[config.mk]
export PLATFORM = sky130hd
export DESIGN_NAME = i2c_eeprom_seq
export DESIGN_NICKNAME = d
export VERILOG_FILES = /design/src/rtl/i2c_eeprom_seq_pkg.sv /design/src/rtl/i2c_eeprom_seq_bus_wr.sv /design/src/rtl/i2c_eeprom_seq.sv
export SDC_FILE = /design/constraint.sdc
export NUM_CORES = 1
export LEC_CHECK = 0
export BUFFER_PORTS_ARGS = -buffer_cell sky130_fd_sc_hd__buf_2
export CAP_MARGIN = 30
export CORE_ASPECT_RATIO = 0.9
export CORE_MARGIN = 2
export CORE_UTILIZATION = 54
export DETAILED_ROUTE_END_ITERATION = 10
export GPL_TIMING_DRIVEN = 0
export HOLD_SLACK_MARGIN = 0.1
export PLACE_DENSITY = 0.8
export SYNTH_ARGS = -nofsm -noshare
export SYNTH_HDL_FRONTEND = slang
export SYNTH_SLANG_ARGS = --single-unit
[constraint.sdc]
create_clock -name CLK -period 2.5 [get_ports CLK]
set_input_delay 0.75 -clock CLK [delete_from_list [all_inputs] [get_ports CLK]]
set_output_delay 0.75 -clock CLK [all_outputs]
set_load 0.01 [all_outputs]
[src/rtl/i2c_eeprom_seq_pkg.sv]
// Shared constants and types for the i2c_ip EEPROM command sequencer.
// Covers register offsets, MDR command words, I2CSTR bit positions and FSM states.
package i2c_pkg;

    localparam logic [15:0] REG_MDR  = 16'd0;
    localparam logic [15:0] REG_SAR  = 16'd1;
    localparam logic [15:0] REG_OAR  = 16'd2;
    localparam logic [15:0] REG_CNT  = 16'd3;
    localparam logic [15:0] REG_DXR  = 16'd4;
    localparam logic [15:0] REG_PSC  = 16'd5;
    localparam logic [15:0] REG_CLKH = 16'd6;
    localparam logic [15:0] REG_CLKL = 16'd7;
    localparam logic [15:0] REG_DRR  = 16'd8;
    localparam logic [15:0] REG_STR  = 16'd9;

    localparam logic [15:0] MDR_TX_STP = 16'h6E20;
    localparam logic [15:0] MDR_TX     = 16'h2620;
    localparam logic [15:0] MDR_RX_STP = 16'h2C20;
    localparam logic [15:0] MDR_STP    = 16'h0820;

    localparam int ST_NACK = 1;
    localparam int ST_ARDY = 2;
    localparam int ST_RRDY = 3;
    localparam int ST_XRDY = 4;
    localparam int ST_BB   = 12;

    typedef enum logic [4:0] {
        S_INIT0, S_INIT1, S_INIT2, S_IDLE, S_SAR, S_CNT, S_MDR, S_WAIT_XRDY, S_DXR,
        S_WAIT_ARDY, S_RCNT, S_RMDR, S_WAIT_RRDY, S_RDRR, S_RCAP, S_WAIT_BB, S_ABORT, S_DONE
    } state_t;

    typedef enum logic [1:0] {B_IDLE, B_STROBE, B_GAP} bus_state_t;

    // One register access requested by the current state, and where to go once it completes.
    typedef struct packed {
        logic        en;
        logic        write;
        logic [15:0] addr;
        logic [15:0] data;
        state_t      next;
    } access_t;

    function automatic logic is_wait(state_t s);
        return s inside {S_WAIT_XRDY, S_WAIT_ARDY, S_WAIT_RRDY, S_WAIT_BB};
    endfunction

endpackage

[src/rtl/i2c_eeprom_seq_bus_wr.sv]
// Single-access strobe generator for the i2c_ip register bus.
// One chip_sel cycle, then a guard cycle (read data captured there), then a done pulse.
module i2c_bus_wr
    import i2c_pkg::*;
(
    input  logic        clk,
    input  logic        rst,
    input  logic        start,
    input  logic        acc_write,
    input  logic [15:0] acc_addr,
    input  logic [15:0] acc_data,
    output logic        chip_sel,
    output logic        chip_write,
    output logic [15:0] chip_addr,
    output logic [15:0] wdata,
    input  logic [15:0] rdata,
    output logic        done,
    output logic [15:0] rd_data
);

    bus_state_t bus_state;

    // NOTE: registers use non-blocking assignments only, so every read sees the pre-edge value.
    always_ff @(posedge clk) begin
        if (rst) begin
            bus_state  <= B_IDLE;
            chip_sel   <= 1'b0;
            chip_write <= 1'b0;
            chip_addr  <= '0;
            wdata      <= '0;
            done       <= 1'b0;
            rd_data    <= '0;
        end else begin
            chip_sel <= 1'b0;
            done     <= 1'b0;
            case (bus_state)
                B_IDLE: if (start) begin
                    chip_sel   <= 1'b1;
                    chip_write <= acc_write;
                    chip_addr  <= acc_addr;
                    wdata      <= acc_data;
                    bus_state  <= B_STROBE;
                end
                B_STROBE: bus_state <= B_GAP;
                B_GAP: begin
                    if (!chip_write) rd_data <= rdata;
                    done      <= 1'b1;
                    bus_state <= B_IDLE;
                end
                default: bus_state <= B_IDLE;
            endcase
        end
    end

endmodule

[src/rtl/i2c_eeprom_seq.sv]
// EEPROM byte read/write sequencer driving i2c_ip through its register bus.
// Each access state issues one bus access; WAIT_* states poll I2CSTR with NACK/timeout abort.
module i2c_eeprom_seq
    import i2c_pkg::*;
#(
    parameter logic [6:0]  DEV_ADDR = 7'h50,
    parameter logic [15:0] PSC_VAL  = 16'd4,
    parameter logic [15:0] CLKH_VAL = 16'd10,
    parameter logic [15:0] CLKL_VAL = 16'd10,
    parameter logic [19:0] TIMEOUT  = 20'd200000
) (
    input  logic        CLK,
    input  logic        rst,
    input  logic        req_valid,
    output logic        req_ready,
    input  logic        req_write,
    input  logic [12:0] req_addr,
    input  logic [7:0]  req_wdata,
    output logic        rsp_valid,
    output logic [7:0]  rsp_rdata,
    output logic        rsp_err,
    output logic        chip_sel,
    output logic        chip_write,
    output logic [15:0] chip_addr,
    output logic [15:0] wdata,
    input  logic [15:0] rdata,
    input  logic [15:0] status
);

    state_t      state;
    access_t     acc;
    logic        init_done, issued, start, err, lat_write;
    logic [12:0] lat_addr;
    logic [7:0]  lat_wdata, dxr_byte;
    logic [1:0]  byte_idx;
    logic [19:0] tmo_cnt;
    logic        bus_done, last_byte, wait_ok;
    logic [15:0] bus_rdata;
    state_t      wait_next;
    logic        unused_bits;

    assign unused_bits = ^{status[15:13], status[11:5], status[0], bus_rdata[15:8]};

    always_comb begin
        case (byte_idx)
            2'd0:    dxr_byte = {3'b000, lat_addr[12:8]};
            2'd1:    dxr_byte = lat_addr[7:0];
            default: dxr_byte = lat_wdata;
        endcase
        last_byte = lat_write ? (byte_idx == 2'd2) : (byte_idx == 2'd1);
    end

    always_comb begin
        acc       = '0;
        acc.next  = S_IDLE;
        wait_ok   = 1'b0;
        wait_next = S_IDLE;
        case (state)
            S_INIT0: acc = '{1'b1, 1'b1, REG_PSC,  PSC_VAL,  S_INIT1};
            S_INIT1: acc = '{1'b1, 1'b1, REG_CLKH, CLKH_VAL, S_INIT2};
            S_INIT2: acc = '{1'b1, 1'b1, REG_CLKL, CLKL_VAL, S_IDLE};
            S_SAR:   acc = '{1'b1, 1'b1, REG_SAR, {9'd0, DEV_ADDR}, S_CNT};
            S_CNT:   acc = '{1'b1, 1'b1, REG_CNT, lat_write ? 16'd3 : 16'd2, S_MDR};
            S_MDR:   acc = '{1'b1, 1'b1, REG_MDR, lat_write ? MDR_TX_STP : MDR_TX, S_WAIT_XRDY};
            S_DXR:   acc = '{1'b1, 1'b1, REG_DXR, {8'd0, dxr_byte},
                            last_byte ? (lat_write ? S_WAIT_BB : S_WAIT_ARDY) : S_WAIT_XRDY};
            S_RCNT:  acc = '{1'b1, 1'b1, REG_CNT, 16'd1, S_RMDR};
            S_RMDR:  acc = '{1'b1, 1'b1, REG_MDR, MDR_RX_STP, S_WAIT_RRDY};
            S_RDRR:  acc = '{1'b1, 1'b0, REG_DRR, 16'd0, S_RCAP};
            S_ABORT: acc = '{1'b1, 1'b1, REG_MDR, MDR_STP, S_WAIT_BB};
            S_WAIT_XRDY: begin wait_ok = status[ST_XRDY]; wait_next = S_DXR;  end
            S_WAIT_ARDY: begin wait_ok = status[ST_ARDY]; wait_next = S_RCNT; end
            S_WAIT_RRDY: begin wait_ok = status[ST_RRDY]; wait_next = S_RDRR; end
            S_WAIT_BB:   begin wait_ok = !status[ST_BB];  wait_next = S_DONE; end
            default: ;
        endcase
    end

    i2c_bus_wr u_bus (
        .clk(CLK), .rst(rst), .start(start),
        .acc_write(acc.write), .acc_addr(acc.addr), .acc_data(acc.data),
        .chip_sel(chip_sel), .chip_write(chip_write), .chip_addr(chip_addr), .wdata(wdata),
        .rdata(rdata), .done(bus_done), .rd_data(bus_rdata)
    );

    always_ff @(posedge CLK) begin
        if (rst) begin
            state     <= S_INIT0;
            init_done <= 1'b0;
            issued    <= 1'b0;
            start     <= 1'b0;
            err       <= 1'b0;
            lat_write <= 1'b0;
            lat_addr  <= '0;
            lat_wdata <= '0;
            byte_idx  <= '0;
            tmo_cnt   <= '0;
            req_ready <= 1'b0;
            rsp_valid <= 1'b0;
            rsp_rdata <= '0;
            rsp_err   <= 1'b0;
        end else begin
            start     <= 1'b0;
            rsp_valid <= 1'b0;
            rsp_err   <= 1'b0;
            tmo_cnt   <= is_wait(state) ? tmo_cnt + 20'd1 : '0;

            // An access is launched once per state entry; the state advances on its done pulse.
            if (acc.en) begin
                if (bus_done) begin
                    issued <= 1'b0;
                    state  <= acc.next;
                    if (state == S_INIT2) begin
                        init_done <= 1'b1;
                        req_ready <= 1'b1;
                    end
                    if (state == S_DXR && !last_byte) byte_idx <= byte_idx + 2'd1;
                    if (state == S_ABORT) err <= 1'b1;
                end else if (!issued) begin
                    start  <= 1'b1;
                    issued <= 1'b1;
                end
            end

            if (is_wait(state)) begin
                if (err) begin
                    if (wait_ok) begin
                        state     <= S_DONE;
                        rsp_valid <= 1'b1;
                        rsp_err   <= 1'b1;
                    end
                end else if (status[ST_NACK]) begin
                    state <= S_ABORT;
                end else if (wait_ok) begin
                    state     <= wait_next;
                    rsp_valid <= (wait_next == S_DONE);
                end else if (tmo_cnt == TIMEOUT - 20'd1) begin
                    state <= S_ABORT;
                end
            end

            case (state)
                S_IDLE: if (req_valid && req_ready && init_done) begin
                    lat_write <= req_write;
                    lat_addr  <= req_addr;
                    lat_wdata <= req_wdata;
                    byte_idx  <= '0;
                    err       <= 1'b0;
                    req_ready <= 1'b0;
                    state     <= S_SAR;
                end
                S_RCAP: begin
                    rsp_rdata <= bus_rdata[7:0];
                    state     <= S_WAIT_BB;
                end
                S_DONE: begin
                    req_ready <= 1'b1;
                    state     <= S_IDLE;
                end
                default: ;
            endcase
        end
    end

endmodule

* After elaboration in Yosys (flattened, before gate mapping) *
Index checks and enable logic that the tools add are counted.

operators by class
  bitwise operators = 5
  equality and inequality tests = 24
  reductions and logical operators = 17
  add/subtract/negate cells = 2
  mux-type cells = 44

operators with widths
  operator                                                           number
  39-bit one-hot mux with 11 select lines                            1
  5-bit 2-to-1 mux                                                   9
  5-bit by 4-bit == test with 1-bit output, second input constant    8
  20-bit by 1-bit adder with 20-bit output, second input constant    1
  20-bit by 18-bit == test with 1-bit output, second input constant  1
  5-bit by 3-bit == test with 1-bit output, second input constant    4
  5-bit one-hot mux with 4 select lines                              1
  1-bit 2-to-1 mux                                                   19
  8-bit one-hot mux with 2 select lines                              1
  5-bit == test, second input constant                               3
  15-bit 2-to-1 mux                                                  1
  5-bit one-hot mux with 3 select lines                              1
  2-bit 2-to-1 mux                                                   6
  5-bit by 2-bit == test with 1-bit output, second input constant    2
  2-bit AND reduction                                                3
  3-bit OR reduction                                                 2
  5-bit by 1-bit == test with 1-bit output, second input constant    1
  5-bit zero test                                                    1
  1-bit NOT                                                          5
  2-bit by 1-bit == test with 1-bit output, second input constant    2
  2-bit == test, second input constant                               2
  2-bit zero test                                                    2
  4-bit 2-to-1 mux                                                   1
  1-bit one-hot mux with 4 select lines                              1
  other kinds (10)                                                   14

word-level totals
  input port bits = 57
  register bits after elaboration = 109
  logic and storage cells = 113
  output and inout port bits = 45

* Longest topological paths before layout *
Gate-level depths: netlist of the first run.

  depth in word-level cells = 13
  mapped depth = 9

* By module *
Synthesis of the first run repeated with hierarchy kept, for this count alone.

unflattened totals
  cell total of the unflattened synthesis = 686
  area total of the unflattened synthesis = 5,840.6 µm²

modules (own cells, without submodules)
  module          cells an instance  instances  seq. area each (µm²)  area an instance (µm²)
  i2c_eeprom_seq  463                1          1,281.2               3,503.4
  i2c_bus_wr      223                1          1,061.0               2,337.2

* Worst setup path after synthesis of the first run *
No wires, ideal clock.

  kind = reg2reg
  start = reg tmo_cnt[7]
  end = reg state[3]
  slack = 239 ps
  library setup time = 136 ps
  path buffers = 0
  stages on the path, launching flop included = 7
  data arrival time = 2,124 ps
  path through = dfxtp_1 -> or4_1 -> or4_1 -> or4_1 -> a211o_1 -> nand2_1 -> o32ai_1

on the way
  cells in the longest elaborated chain, start to end = 8

RTL lines
  element                                         RTL line               source
  start: declaration                              i2c_eeprom_seq.sv:36   logic [19:0] tmo_cnt;
  start signal: assignment                        i2c_eeprom_seq.sv:106  tmo_cnt <= is_wait(state) ? tmo_cnt + 20'd1 : '0;
  20-bit by 18-bit == test with 1-bit output (*)  i2c_eeprom_seq.sv:137  end else if (tmo_cnt == TIMEOUT - 20'd1) begin
  5-bit 2-to-1 mux (*)                            i2c_eeprom_seq.sv:137
  5-bit 2-to-1 mux (*)                            i2c_eeprom_seq.sv:134  end else if (wait_ok) begin
  5-bit 2-to-1 mux (*)                            i2c_eeprom_seq.sv:132  end else if (status[ST_NACK]) begin
  5-bit 2-to-1 mux (*)                            i2c_eeprom_seq.sv:126  if (err) begin
  5-bit 2-to-1 mux (*)                            i2c_eeprom_seq.sv:125  if (is_wait(state)) begin
  5-bit 2-to-1 mux                                i2c_eeprom_seq.sv:143  S_IDLE: if (req_valid && req_ready && init_done) begin
  5-bit one-hot mux with 3 select lines (*)       i2c_eeprom_seq.sv:142  case (state)
  end signal: assignment                          i2c_eeprom_seq.sv:112  state <= acc.next;
  end signal: assignment                          i2c_eeprom_seq.sv:135  state <= wait_next;
  end: declaration                                i2c_eeprom_seq.sv:30   state_t state;

Every way passes the cells marked *; elsewhere a longest branch is shown, timed or not.
A chain may end at the register's enable or synchronous reset.

* Worst setup path in the final report of the first run *
  start = reg tmo_cnt[15]
  end = reg state[2]

The elaborated chain is that of the path after synthesis.

==> results of run 1 <==
sequential cells by signal, indices dropped and copies added, names as in the netlist, 2 cells and up:
register / cells
lat_wdata: 8
rsp_rdata: 8
u_bus.wdata: 12
tmo_cnt: 20
u_bus.rd_data: 8
state: 5
byte_idx: 2
u_bus.bus_state: 2
u_bus.chip_addr: 4
lat_addr: 13
through the flow:
step	util, %	cell area (µm²)	setup slack (ns)
floorplan	-	4450	0.239
global placement	61.4	4900	-0.0566
detailed placement	61.5	4910	-0.0538
CTS	63.7	5090	0.0422
global route	64.0	5110	-0.00536
finish	64.0	5110	0.0811
area by class of cell:
cell class / count / area, µm² / area share, %
multi-input cells: 423 / 2320 / 45.4
flip-flops and latches: 93 / 1860 / 36.4
repair buffers: 67 / 338 / 6.61
plain buffers: 52 / 263 / 5.14
clock buffers: 9 / 124 / 2.42
well taps: 99 / 124 / 2.42
clock inverters: 6 / 52.6 / 1.03
inverters: 8 / 30.0 / 0.587
power breakdown:
group          internal (µW)  switching [µW]
Combinational            106             171
Clock                    373             573
Sequential              1500            13.4
layer usage:
layer	share of wire [%]	global-route usage [%]	vias up	routed length, µm
li1	-	-	2073	-
met1	43	34.5	1965	5010
met2	46	43.4	197	5330
met3	9.3	6.89	26	1090
met4	1.8	9.71	0	211
met5	0	0	-	0
worst max path at each step:
stage / startpoint / endpoint / slack [ns] / cells past startpoint
CTS: tmo_cnt[7] / state[3] / 0.04 / 6
global route: state[3] / u_bus.wdata[5] / -0.005 / 7
detailed placement: state[1] / lat_addr[8] / -0.05 / 8
floorplan: tmo_cnt[7] / state[3] / 0.24 / 6
global placement: state[1] / lat_write / -0.06 / 8
finish: tmo_cnt[15] / state[2] / 0.08 / 6
cells by family (layout without fill, tap and decap cells):
family,Yosys count,count (layout),share of synthesized area (%)
other cells,1,15,0.0853
simple gates,258,258,27.5
fa+ha+maj,4,4,1.14
mux,11,11,2.50
flops,93,93,42.3
xor+xnor,21,21,4.18
compound gates,114,114,15.8
buf+inv,60,142,6.52
layout by cell type, fill, tap and decap left out, types with 4 or more instances in the layout:
cell / instances
clkbuf_1: 28
nand4_1: 5
nor3b_1: 5
dfxtp_1: 92
nand3_1: 17
and2_1: 5
inv_1: 8
ha_1: 4
nor2_1: 66
a22o_1: 4
xnor2_1: 10
clkbuf_8: 9
a31oi_1: 5
a22oi_1: 5
nand2b_1: 5
buf_4: 17
o21ai_0: 10
conb_1: 15
xor2_1: 11
and3_1: 4
a21oi_1: 58
o22ai_1: 5
mux2i_1: 11
nor3_1: 17
nor2b_1: 7
clkbuf_2: 4
nand2_1: 97
buf_2: 68
nand3b_1: 6
timing repair:
action,4_1_cts,5_1_grt
pin swaps,0,1
cloned,0,0
gates resized for setup,2,14
endpoints found under the setup margin,18,50
==> summary.md, run 1 <==
| Metric | Value |
|---|---|
| Post-DP HPWL | `around 8500 µm` |
| Data required time of the worst path | `around 2.7 ns` |
| Pwr/cell area | `536 nW/µm²` |
| Vias | `4261` |
| WHS Endpoint | `start` |
| Synth area leaders | `dfxtp_1 (42%), nand2_1 (8.4%), a21oi_1 (6.6%)` |
| Full die area | `between 8000 and 9000 µm²` |
| P&R area growth vs syn | `16.3%` |
| R2R Setup Slk | `around 0.081 ns` |
| Worst Tran Pin Value | `approximately 0.70 ns` |
| Tot Pwr | `approximately 2700 µW` |
| Clock sink count | `93` |
| Hold Crit Start | `issued` |
| First-pass GRT wire length | `roughly 19000 µm` |
| Commonest cells in the synthesized netlist | `nand2_1 (98), dfxtp_1 (93), nor2_1 (67)` |
| Post-CTS Hold Fix Bufs | `0` |
| Vias in the first global route | `~3900` |
| Worst skew pair latency | `~0.37 ns` |
| Outcome | `completed` |
| Number of synthesized register bits | `93` |
| Yosys warning total | `0` |
| Leading area contributor after synthesis | `dfxtp_1` |
| TritonCTS Buffers | `9` |
| Total of max-cap violations | `0` |
| Seq/Total Area, Yosys | `a little over two fifths` |
| Reg2reg path depth | `6` |
| Post-CTS setup buffers | `0` |
| DRT iter0 DRCs | `between 200 and 300` |
| Antenna violations before repair | `0` |
| LEAKAGE | `~0.0019 µW` |
| Top-count cell post-synth | `nand2_1` |
| Async SR Flop Fraction | `0%` |
| Placeable Area | `7990 µm²` |
| ANT cells | `0` |
| Distinct cells, synth | `56` |
| WP data arrival | `about 2.7 ns` |
| Share of layout cells above drive strength 1 | `between 10% and 20%` |
| Ys flop type | `dfxtp_1` |
| Worst r2r dst | `state[2]` |
| Fin crit share | `between 90% and 100%` |
| Hold WC Path Type | `reg2reg` |
| DRT antenna net count | `0` |
| Nets | `approximately 720` |
| Largest net degree at the start of global routing | `18` |
| Drt pass-1 iters | `5` |
| PortBufs | `66` |
| Final Setup Violations | `0` |
| Overflow after GRT | `0` |
| Dpl cells | `~740` |
| CP Class | `reg2reg` |
| Critical path's slowest cell | `or4_1` |
| Clk_skew | `between 0.01 and 0.015 ns` |
| Max Slew Vio Count | `0` |
| Max Root-Sink Buffers | `2` |
| Cell area after synthesis | `approximately 4400 µm²` |
| Max Fclk | `413 MHz` |
| Die Span Y | `between 80 and 90 µm` |
| I/O pin count | `102` |
| Syn Inst Count | `approximately 560` |
| Critical Path Most Common Cell | `or4_1` |
| Drt via density | `~5.6` |
| Hold Path Depth | `1` |
| Crit. End Element | `flop` |
| EDFF count, synth | `0` |
| Hold Fails Final Rpt | `0` |
| Worst VDD drop | `0.622 mV` |
| DR WL/cell | `about 15 µm` |
| Starting Density | `a little under three fifths` |
| Rel. slew slack | `53.1%` |
| Startpoint types | `flop` |
| Final setup TNS | `0 ns` |
| Site row count | `31` |
| CTS Root Cell | `clkbuf_8` |
| Worst R2R Start | `tmo_cnt[15]` |
| Crit-path cells | `or4_1 > or4_4 > or4_1 > a211o_1 > o21ai_0 > o22ai_1` |
| Die W | `99.1 µm` |
| Worst-path clk slew | `~0.10 ns` |
| WP buf/inv | `0` |
| RD Place Congestion | `0.930` |
| Fin crit period | `roughly 2.4 ns` |
| Fill cells | `around 700` |
| CTS tree | `yes` |
| Post-Route WL | `between 10000 and 15000 µm` |
| Crit-path leading delay family | `simple AND/OR/NAND/NOR gates` |
| Total track usage | `approximately a quarter` |
| Synth Area per Inst | `roughly 7.8 µm²` |
| # DRC | `0` |
| Final hold slack | `0.435 ns` |
| Critical Path Max Stage Delay | `0.53 ns` |
| Non-Filler Instances | `~760` |
| H-tree depth | `3` |
| Synth top area share | `a little over two fifths` |
| Peak fanout along the critical path | `3` |
Note: power is estimated with default switching activity, not from simulation.
==> inputs of run 2 (changes only) <==
Settings changed: CORE_UTILIZATION 54 to 45, PLACE_DENSITY 0.8 to 0.69, SKIP_CTS_REPAIR_TIMING set to 1.
==> summary.md, run 2 (synthesis gave the netlist of run 1 again) <==
| Metric | Value |
|---|---|
| Combinational power share | `9.8% (-0.3 points)` |
| H-tree depth | `3 (unchanged)` |
| Overflow after GRT | `0 (unchanged)` |
| Die Span Y | `97.8 µm (+9.1%)` |
| LEAKAGE | `0.00193 µW (+0.50%)` |
| Hold Fails Final Rpt | `0 (unchanged)` |
| Worst Tran Pin Value | `0.724 ns (+0.0271 ns)` |
| Pwr/cell area | `540 nW/µm² (+0.79%)` |
| Dpl cell area | `4950 µm² (+0.69%)` |
| Critical Path Most Common Cell | `or4_1` |
| Nets | `714 (-0.14%)` |
| Tot Pwr | `2790 µW (+1.7%)` |
| Outcome | `completed` |
| Max Fclk | `413 MHz (about the same)` |
| Vias in the first global route | `4031 (+3.5%)` |
| DR WL met3 | `784 µm (-28%)` |
| Met1 Wirelength | `5430 µm (+8.3%)` |
| Rel. slew slack | `51.5% (-1.6 points)` |
| Drt pass-1 iters | `5 (unchanged)` |
| Data required time of the worst path | `2.73 ns (about the same)` |
| TritonCTS Buffers | `9 (unchanged)` |
| Total of max-cap violations | `0 (unchanged)` |
| WP data arrival | `2.65 ns (about the same)` |
| Commonest cells after routing, fill and taps aside | `nand2_1 (97), dfxtp_1 (92), nor2_1 (67), buf_2 (67), a21oi_1 (58)` |
| Met2 wire length | `5340 µm (+0.28%)` |
| PortBufs | `66 (unchanged)` |
| P&R area growth vs syn | `17.3%` |
| Worst VDD drop | `0.326 mV (-48%)` |
| Full die area | `10600 µm² (+19%)` |
| CTS tree | `yes` |
| Die W | `108 µm (+9.2%)` |
| Post-DP HPWL | `8590 µm (+1.4%)` |
| First-pass GRT wire length | `19500 µm (+4.4%)` |
| I/O pin count | `102 (unchanged)` |
| Pre-CTS setup slack | `-0.0698 ns (-0.0161 ns)` |
| Drt via density | `5.31 (-5.7%)` |
| Crit-path cells | `or4_1 > or4_4 > or4_1 > a211o_1 > o21ai_0 > o22ai_1` |
| Antenna violations before repair | `0 (unchanged)` |
| Max Slew Vio Count | `0 (unchanged)` |
| Register area | `1870 µm² (+0.13%)` |
| Share of layout cells above drive strength 1 | `18.5% (unchanged)` |
| DRT antenna net count | `0 (unchanged)` |
| Total track usage | `23.2% (-3.3 points)` |
| DR WL/cell | `15.1 µm (-2.0%)` |
| Final instance area | `5160 µm² (+0.86%)` |
| Crit. End Element | `flop` |
| Worst-path clk slew | `0.10 ns (about the same)` |
| Worst skew pair latency | `0.38 ns (about the same)` |
| Total net switching power | `789 µW (+4.1%)` |
| Fin crit share | `96.8% (about the same)` |
| Max Root-Sink Buffers | `2 (unchanged)` |
| Seq pwr share | `54.5% (-0.8 points)` |
| Highest Signal Layer | `met4` |
| Clock sink count | `93 (unchanged)` |
| Slack of the critical path | `0.0791 ns (-0.00204 ns)` |
| Fill cells | `937 (+34%)` |
| RSZ-0062 raised after global routing | `no` |
| Largest registers | `tmo_cnt: 20 flops, lat_addr: 13 flops, u_bus.wdata: 12 flops` |
| Clk_skew | `0.0176 ns (+0.00426 ns)` |
| Startpoint types | `flop` |
| Clock share of power | `35.7% (+1.2 points)` |
| Internal | `2000 µW (+0.72%)` |
| Hold WC Path Type | `reg2reg` |
| Reg2reg path depth | `6 (unchanged)` |
| Net Sw Frac | `28.3% (+0.67 points)` |
| Largest net degree at the start of global routing | `19 (+1)` |
| Final setup TNS | `0 ns (unchanged)` |
| CTS Root Cell | `clkbuf_8` |
| DRT iter0 DRCs | `256 (-0.39%)` |
| Site row count | `34 (+9.7%)` |
| ANT cells | `0 (unchanged)` |
| Post-Route WL | `11800 µm (+1.5%)` |
| Starting Density | `45.9% (-9.1 points)` |
| Vias | `4163 (-2.3%)` |
| Final Setup Violations | `0 (unchanged)` |
| Hold Path Depth | `1 (unchanged)` |
| # DRC | `0 (unchanged)` |
| Footprint of the multi-input gates | `2320 µm² (-0.11%)` |
| Fin crit period | `2.42 ns (+0.00204 ns)` |
| Max FFs per register | `20 (unchanged)` |
| Largest reg by FF count | `tmo_cnt` |
| Commonest non-fill, non-tap cell in the layout | `nand2_1` |
| Final hold slack | `0.446 ns (+0.0110 ns)` |
| RD Place Congestion | `0.929 (about the same)` |
| CP Class | `reg2reg` |
| Critical path's slowest cell | `or4_1` |
| Peak fanout along the critical path | `5 (+2)` |
| Placeable Area | `9570 µm² (+20%)` |
| Critical Path Max Stage Delay | `0.52 ns (about the same)` |
run 2: cell types whose count changed in the layout (fill, tap and decap cells not counted), sizes merged:
cell and delta:
buf -2, clkbuf +2, clkinv +1, clkinvlp -1
run 2: worst paths after layout:
path	start	endpoint	slack, ns
worst min-delay path	tmo_cnt[0]	tmo_cnt[0]	0.45
worst max register to register	tmo_cnt[7]	state[2]	0.08
worst min register to register	tmo_cnt[0]	tmo_cnt[0]	0.45
worst max-delay path	tmo_cnt[7]	state[2]	0.08
run 2: stage by stage:
stage | utilization, % | instances
after floorplan | - | 576
after global placement | 51.6 | 768
after detailed placement | 51.7 | 769
after CTS | 53.6 | 785
after global routing | 53.9 | 784
final | 53.9 | 784
run 2: cell type report:
| type | count | area share [%] |
|---|---|---|
| multi-input combinational | 423 | 44.9 |
| sequential | 93 | 36.2 |
| timing repair buffer | 67 | 6.55 |
| buffer | 51 | 5.05 |
| tap | 126 | 3.06 |
| clock buffer | 10 | 2.47 |
| clock inverter | 6 | 1.19 |
| inverter | 8 | 0.582 |
run 2: power by group through the flow:
stage	clock [µW]	combinational (µW)	sequential, µW
2_1_floorplan	0	168	1560
3_3_place_gp	0	269	1550
3_5_place_dp	0	268	1550
4_1_cts	1020	269	1520
5_1_grt	1060	299	1520
6_report	995	273	1520
run 2: layer usage:
metal  GRT usage (%)  up-vias
met4            8.28        0
met3            5.74       22
met1            30.3     1930
met5               0        -
li1                -     2072
met2            37.4      139
run 2: critical path, delay by kind of cell (launching register included):
| kind | cells | cell delay, ns |
|---|---|---|
| AOI/OAI and AO/OA | 3 | 0.49 |
| and+or+nand+nor | 3 | 1.44 |
| DFF | 1 | 0.37 |
